**src/rtl/pc_next_if.sv**
```systemverilog
// Bundle between the pipeline and the PC stage: redirect/stall requests in, fetch PC and status out.
// The pipeline side uses the master modport and pc_next_unit uses the slave modport.
interface pc_next_if #(
    parameter int XLEN = 32
);
    logic            stall;
    logic            br_valid;
    logic [1:0]      br_type;
    logic            br_taken;
    logic [XLEN-1:0] br_pc;
    logic [XLEN-1:0] imm_ext;
    logic [XLEN-1:0] rs1_val;
    logic [XLEN-1:0] pc_out;
    logic [XLEN-1:0] pc_plus4;
    logic [XLEN-1:0] link_addr;
    logic            fetch_valid;
    logic            flush;
    logic            misalign;
    logic [XLEN-1:0] bad_pc;

    modport master (
        output stall, br_valid, br_type, br_taken, br_pc, imm_ext, rs1_val,
        input  pc_out, pc_plus4, link_addr, fetch_valid, flush, misalign, bad_pc
    );

    modport slave (
        input  stall, br_valid, br_type, br_taken, br_pc, imm_ext, rs1_val,
        output pc_out, pc_plus4, link_addr, fetch_valid, flush, misalign, bad_pc
    );
endinterface

```
**src/rtl/pc_next_unit.sv**
```systemverilog
// Registered fetch-PC stage for RV32I: selects trap / redirect / hold / PC+4 every cycle.
// Optional macro PC_MISALIGN_TRAP_EN sends misaligned taken targets to TRAP_VECTOR.
module pc_next_unit #(
    parameter int              XLEN         = 32,
    parameter logic [XLEN-1:0] RESET_VECTOR = '0
`ifdef PC_MISALIGN_TRAP_EN
    ,
    parameter logic [XLEN-1:0] TRAP_VECTOR  = XLEN'(32'h0000_0100)
`endif
) (
    input  logic     clk,
    input  logic     rst_n,
    pc_next_if.slave bus
);
    localparam logic [XLEN-1:0] PC_STEP    = XLEN'(4);
    localparam logic [XLEN-1:0] JALR_MASK  = ~XLEN'(1);
`ifndef PC_MISALIGN_TRAP_EN
    localparam logic [XLEN-1:0] ALIGN_MASK = ~XLEN'(3);
`endif

    logic [XLEN-1:0] pc_q, pc_d;
    logic            fetch_valid_q, fetch_valid_d;
    logic            flush_q, flush_d;
    logic            take;
    logic [XLEN-1:0] target_raw;
    logic [XLEN-1:0] target;
`ifdef PC_MISALIGN_TRAP_EN
    logic            misalign_q, misalign_d;
    logic [XLEN-1:0] bad_pc_q, bad_pc_d;
    logic            mis_hit;
`endif

    always_comb begin
        take       = 1'b0;
        target_raw = bus.br_pc + bus.imm_ext;
        if (bus.br_valid) begin
            case (bus.br_type)
                2'b01:   take = bus.br_taken;
                2'b10:   take = 1'b1;
                2'b11: begin
                    take       = 1'b1;
                    target_raw = (bus.rs1_val + bus.imm_ext) & JALR_MASK;
                end
                default: take = 1'b0;
            endcase
        end
    end

`ifdef PC_MISALIGN_TRAP_EN
    assign target  = target_raw;
    assign mis_hit = take & target_raw[1];
`else
    // Without the trap the low bits are simply dropped so fetch stays word-aligned.
    assign target  = target_raw & ALIGN_MASK;
`endif

    // The PC holds until fetch_valid rises so RESET_VECTOR itself is fetched.
    always_comb begin
        pc_d          = pc_q + PC_STEP;
        fetch_valid_d = 1'b1;
        flush_d       = 1'b0;
`ifdef PC_MISALIGN_TRAP_EN
        misalign_d    = 1'b0;
        bad_pc_d      = bad_pc_q;
        if (mis_hit) begin
            pc_d       = TRAP_VECTOR;
            flush_d    = 1'b1;
            misalign_d = 1'b1;
            bad_pc_d   = target;
        end else
`endif
        if (take) begin
            pc_d    = target;
            flush_d = 1'b1;
        end else if (bus.stall || !fetch_valid_q) begin
            pc_d = pc_q;
        end
    end

    always_ff @(posedge clk or negedge rst_n) begin
        if (!rst_n) begin
            pc_q          <= RESET_VECTOR;
            fetch_valid_q <= 1'b0;
            flush_q       <= 1'b0;
`ifdef PC_MISALIGN_TRAP_EN
            misalign_q    <= 1'b0;
            bad_pc_q      <= '0;
`endif
        end else begin
            pc_q          <= pc_d;
            fetch_valid_q <= fetch_valid_d;
            flush_q       <= flush_d;
`ifdef PC_MISALIGN_TRAP_EN
            misalign_q    <= misalign_d;
            bad_pc_q      <= bad_pc_d;
`endif
        end
    end

    assign bus.pc_out      = pc_q;
    assign bus.pc_plus4    = pc_q + PC_STEP;
    assign bus.link_addr   = bus.br_pc + PC_STEP;
    assign bus.fetch_valid = fetch_valid_q;
    assign bus.flush       = flush_q;
`ifdef PC_MISALIGN_TRAP_EN
    assign bus.misalign    = misalign_q;
    assign bus.bad_pc      = bad_pc_q;
`else
    assign bus.misalign    = 1'b0;
    assign bus.bad_pc      = '0;
`endif
endmodule

```
**src/flat_wrapper.sv**
```systemverilog
// flat-port wrapper written by rule: the top's interface ports become plain ports
module pc_next_unit_flat 
#(
    parameter int              XLEN         = 32,
    parameter logic [XLEN-1:0] RESET_VECTOR = '0

)
  (clk, rst_n, bus_stall, bus_br_valid, bus_br_type, bus_br_taken, bus_br_pc, bus_imm_ext, bus_rs1_val, bus_pc_out, bus_pc_plus4, bus_link_addr, bus_fetch_valid, bus_flush, bus_misalign, bus_bad_pc);
  pc_next_if #(.XLEN(XLEN)) bus_i ();
  input  logic clk;
  input  logic rst_n;
  input wire logic [$bits(bus_i.stall)-1:0] bus_stall;
  input wire logic [$bits(bus_i.br_valid)-1:0] bus_br_valid;
  input wire logic [$bits(bus_i.br_type)-1:0] bus_br_type;
  input wire logic [$bits(bus_i.br_taken)-1:0] bus_br_taken;
  input wire logic [$bits(bus_i.br_pc)-1:0] bus_br_pc;
  input wire logic [$bits(bus_i.imm_ext)-1:0] bus_imm_ext;
  input wire logic [$bits(bus_i.rs1_val)-1:0] bus_rs1_val;
  output wire logic [$bits(bus_i.pc_out)-1:0] bus_pc_out;
  output wire logic [$bits(bus_i.pc_plus4)-1:0] bus_pc_plus4;
  output wire logic [$bits(bus_i.link_addr)-1:0] bus_link_addr;
  output wire logic [$bits(bus_i.fetch_valid)-1:0] bus_fetch_valid;
  output wire logic [$bits(bus_i.flush)-1:0] bus_flush;
  output wire logic [$bits(bus_i.misalign)-1:0] bus_misalign;
  output wire logic [$bits(bus_i.bad_pc)-1:0] bus_bad_pc;
  assign bus_i.stall = bus_stall;
  assign bus_i.br_valid = bus_br_valid;
  assign bus_i.br_type = bus_br_type;
  assign bus_i.br_taken = bus_br_taken;
  assign bus_i.br_pc = bus_br_pc;
  assign bus_i.imm_ext = bus_imm_ext;
  assign bus_i.rs1_val = bus_rs1_val;
  assign bus_pc_out = bus_i.pc_out;
  assign bus_pc_plus4 = bus_i.pc_plus4;
  assign bus_link_addr = bus_i.link_addr;
  assign bus_fetch_valid = bus_i.fetch_valid;
  assign bus_flush = bus_i.flush;
  assign bus_misalign = bus_i.misalign;
  assign bus_bad_pc = bus_i.bad_pc;
  pc_next_unit #(.XLEN(XLEN), .RESET_VECTOR(RESET_VECTOR)) u_core (.clk(clk), .rst_n(rst_n), .bus(bus_i));
endmodule
```
**config.mk**
```make
export PLATFORM = sky130hd
export DESIGN_NAME = pc_next_unit_flat
export DESIGN_NICKNAME = d
export VERILOG_FILES = /design/src/rtl/pc_next_if.sv /design/src/rtl/pc_next_unit.sv /design/src/flat_wrapper.sv
export SDC_FILE = /design/constraint.sdc
export NUM_CORES = 1
export LEC_CHECK = 0
export ABC_CLOCK_PERIOD_IN_PS = 11400
export BUFFER_PORTS_ARGS = -buffer_cell sky130_fd_sc_hd__buf_4
export CORE_MARGIN = 5
export CORE_UTILIZATION = 55
export CTS_CLUSTER_DIAMETER = 200
export DETAILED_ROUTE_END_ITERATION = 8
export GPL_ROUTABILITY_DRIVEN = 1
export PLACE_DENSITY = 0.93
export SYNTH_ARGS = -nofsm -noshare
export SYNTH_HDL_FRONTEND = slang
export SYNTH_SLANG_ARGS = --single-unit
```
**constraint.sdc**
```tcl
create_clock -name clk -period 11.4 [get_ports clk]
set_input_delay 3.42 -clock clk [delete_from_list [all_inputs] [get_ports clk]]
set_output_delay 3.42 -clock clk [all_outputs]
set_load 0.05 [all_outputs]
```
Yosys cells after proc, flatten, opt, wreduce, memory -nomap -nowiden
Index checks and enable logic that the tools add are counted.
W data, S select, Z words.

operators by class
  $add $sub $neg = 4
  equality and inequality tests = 4
  mux-type cells = 7
  reductions and logical operators = 3

operators with widths
  kind                     number
  $mux W32                 4
  $add A32 B3 Y32 const B  2
  $add A32 B32 Y32         2
  $eq A2 B2 Y1 const B     2
  $eq A2 B1 Y1 const B     1
  $mux W1                  2
  $ne A2 B1 Y1 const B     1
  $pmux W1 S2              1
  $reduce_or A2 Y1         1
  $logic_not A1 Y1         1
  $logic_or A1 B1 Y1       1

word-level totals
  bits in registers = 34
  logic and storage cells = 21

Logic depth before layout (Yosys ltp)
  depth in word-level cells = 5
  depth in mapped cells = 12
  depth with buffers taken out = 10

Worst setup path after synthesis
No wires, ideal clock.

  kind = input to output
  start point = input bus_br_pc[4]
  end point = output bus_link_addr[29]
  arrival time = 5.692 ns
  slack = 2.288 ns
  cell stages on the path = 9
  cells stage by stage = and3_1 > and2_1 > and3_1 > and4_1 > and4_1 > nand4_1 > nor2_1 > nand4_1 > xnor2_1

on the way
  cells in the longest elaborated chain, start to end = 1

RTL lines
  what             line                 source
  start, declared  flat_wrapper.sv:16   input wire logic [$bits(bus_i.br_pc)-1:0] bus_br_pc;
  $add A32 B3 Y32  pc_next_unit.sv:102  assign bus.link_addr = bus.br_pc + PC_STEP;
  end, declared    flat_wrapper.sv:21   output wire logic [$bits(bus_i.link_addr)-1:0] bus_link_addr;

No other way between the ends.

Final worst setup path
Same ends and word-level chain as after synthesis.

==> summary.md <==
| Metric | Value |
|---|---|
| Final WL | `roughly 18 mm` |
| Die X | `roughly 110 um` |
| Final Max Tran Viols | `0` |
| Die Area | `0.01300 mm2` |
| CTS tree | `built` |
| ANT cells | `0` |
| Layout area overhead | `24.82%` |
| FF-to-FF Start | `u_core.bus.pc_out[2]` |
| Clock Latency Late Sink | `~280 ps` |
| Crit path from | `bus_br_pc[4]` |
| RePlAce Congestion | `roughly 0.95` |
| Pwr/cell area | `roughly 130 mW/mm2` |
| Crit-path max FO | `5` |
| CP Capture Point | `bus_link_addr[29]` |
| Global-route wire length before repair | `roughly 29 mm` |
| Placement Setup Slack | `between 2000 and 2500 ps` |
| Hold path depth | `2` |
| Clock-pin slew on the worst setup and hold paths | `~70 ps` |
| Initial Util | `roughly 56%` |
| Post-CTS resize count | `0` |
| DRT Pass-1 Iters | `5` |
| Site Rows | `38` |
| Reg2Reg Setup Slack | `8470 ps` |
| Gr usage total | `a little over a quarter` |
| Final hold viol count | `0` |
| Post-CTS Repair Setup Buffers | `0` |
| CTS root buffer | `clkbuf_8` |
| Post-DR wirelength/cell | `about 16 um` |
| Post-synthesis cell area | `0.005949 mm2` |
| TNS Setup | `0 ps` |
| HPWL after DPL | `around 16 mm` |
| 1st-iter DRT viols | `between 600 and 700` |
| Initial antenna violation count | `0` |
| Worst reg2reg path depth | `10` |
| Status | `finished clean` |
| GR Overflow Total | `0` |
| Setup CP Type | `input port to primary output` |
| Vias in the first global route | `approximately 6,000` |
| Maximum root-to-sink buffer count | `2` |
| Top FF cell, synth | `dfrtp_1` |
| Dominant cell type by area after synthesis | `dfrtp_1` |
| Core Footprint | `roughly 0.011 mm2` |
| Worst Path Required | `around 8000 ps` |
| Post-synth top area share | `13.46%` |
| Setup-failing EPs final | `0` |
| Final WS setup | `2209 ps` |
| Max H-tree Level | `2` |
| CTS sink count | `32` |
| Hold Crit Class | `flop to flop` |
| Syn. warnings | `0` |
| Distinct cell type count after synthesis | `62` |
| Least-Margin Pin Slew | `just under 900 ps` |
| Fraction of layout cells with a size suffix above 1 | `22.40%` |
| Maxcap violations | `0` |
| Total area of sequential cells | `about 800 um2` |
| RR Endpoint | `u_core.bus.pc_out[28]` |
| Post-synth EDFFs | `0` |
| VDD IR max | `between 100 and 150 uV` |
| Worst rel slew slack | `40.31%` |
| Leakage | `about 3.4 nW` |
| Min Clock Period, post-route | `roughly 9000 ps` |
| Vias | `around 6,400` |
| Placed insts | `around 1,100` |
| Startpoint Class | `input port` |
| I/O Buffers | `roughly 200` |
| Register area share after synthesis | `between 10% and 20%` |
| Antenna Nets Post-Route | `0` |
| Cells after synthesis | `between 700 and 800` |
| Top post-synthesis cells by area | `dfrtp_1 (13%), ha_1 (13%), xnor2_1 (12%), xor2_1 (7.9%), nand2_1 (5.6%)` |
| Filler cell count | `906` |
| Nets | `between 1,000 and 1,500` |
| Fmax | `~0.11 GHz` |
| Via density | `a little under 6` |
| Die Height | `114.0 um` |
| CTS Buf Count | `5` |
| Non-Filler Instances | `about 1,100` |
| Post-route DRC | `0` |
| Area of the multi-input gates | `0.004856 mm2` |
| Syn_area_per_cell | `~7.5 um2` |
| Largest net degree at the start of global routing | `33` |
| Top-level I/O count | `roughly 230` |
| Cts hold-fix bufs | `0` |
| Clock skew | `just under 5 ps` |
| Total power | `0.0009680 W` |
| Final period util | `between 80 and 90%` |
| Nature of the critical path endpoint | `primary output` |
| Worst EP arrival | `5770 ps` |
| Synth Register Bits | `32` |
| Synth async-reset ratio | `100.0%` |
| RSZ-0062 raised after global routing | `false` |
==> state kept, by name, indices dropped and copies added, names as in the netlist <==
| signal | flops |
|---|---|
| u_core.bus.fetch_valid | 1 |
| u_core.bus.flush | 1 |
| u_core.bus.pc_out | 30 |
==> stage by stage <==
step	util, %	instance area, um2	hold WS (ps)
floorplan	-	6085	830.3
global placement	68.69	7348	631.6
detailed placement	68.69	7348	656.9
CTS	69.42	7426	663.0
global route	69.42	7426	722.4
finish	69.42	7426	662.6
==> power breakdown <==
group          leakage (nW)  switching, W  internal (W)
clock network        0.0410     0.0000388     0.0000414
logic                  2.99      0.000465      0.000233
registers             0.369     0.0000504      0.000140
==> synthesized netlist by cell type (9+ instances only) <==
master and instances:
nand2_1 88, xnor2_1 80, a21oi_1 65, ha_1 62
nor2_1 57, xor2_1 54, buf_4 39, o21ai_0 38
dfrtp_1 32, nand3_1 32, a21o_1 21, clkbuf_1 19
and3_1 17, nand4_1 17, nor3_1 15, a211oi_1 14
and2_1 14, a31oi_1 10, inv_1 9, o211ai_1 9
==> cell type report <==
type | count | area share [%]
multi-input cells | 727 | 65.39
repair buffers | 197 | 19.92
flip-flops and latches | 32 | 10.78
well taps | 140 | 2.359
clock buffers | 6 | 0.9773
inverters | 10 | 0.5055
clock inverters | 1 | 0.06740
==> placed cells by master (no fill, tap or decap), drive strengths merged, types with 9 or more instances in the layout <==
| master | count |
|---|---|
| o211ai | 9 |
| inv | 9 |
| conb | 38 |
| o21ai | 38 |
| xor2 | 54 |
| nor2 | 59 |
| a31oi | 10 |
| ha | 62 |
| a21oi | 65 |
| dfrtp | 32 |
| xnor2 | 80 |
| nor3 | 16 |
| a211oi | 17 |
| nand3 | 33 |
| and2 | 14 |
| buf | 197 |
| and3 | 17 |
| nand4 | 18 |
| a21o | 21 |
| nand2 | 88 |
==> worst min-delay path by stage <==
stage,startpoint,slack (ps),endpoint
final,u_core.bus.pc_out[3],660,u_core.bus.pc_out[3]
after detailed placement,u_core.bus.pc_out[3],660,u_core.bus.pc_out[3]
after CTS,u_core.bus.pc_out[3],660,u_core.bus.pc_out[3]
after global placement,u_core.bus.pc_out[3],630,u_core.bus.pc_out[3]
after global routing,u_core.bus.pc_out[8],720,u_core.bus.pc_out[8]
after floorplan,u_core.bus.pc_out[3],830,u_core.bus.pc_out[3]
==> critical path, cell delays in order <==
cell	delay [ps]
buf_4	110
and3_1	170
and2_1	180
and3_1	200
and4_1	290
and4_1	280
nand4_1	220
nor2_1	270
nand4_1	160
xnor2_1	230
buf_4	240
==> logic make-up (layout without fill, tap and decap cells) <==
group	after synthesis	count (layout)	synth area share [%]
DFF	32	32	13.46
adders and majority gates	62	62	13.04
muxes	2	2	0.3575
other	2	38	0.1262
buffers and inverters	74	214	7.192
xor gates and xnor gates	134	134	19.73
AOI/OAI and AO/OA	205	205	22.17
and+or+nand+nor	286	286	23.93
==> layer usage <==
layer	wire, um	track usage, %
met5	0	0
met2	8429	43.79
met4	331	6.968
met3	1581	3.554
met1	7875	37.87
Power figures use the tool's default switching activity.
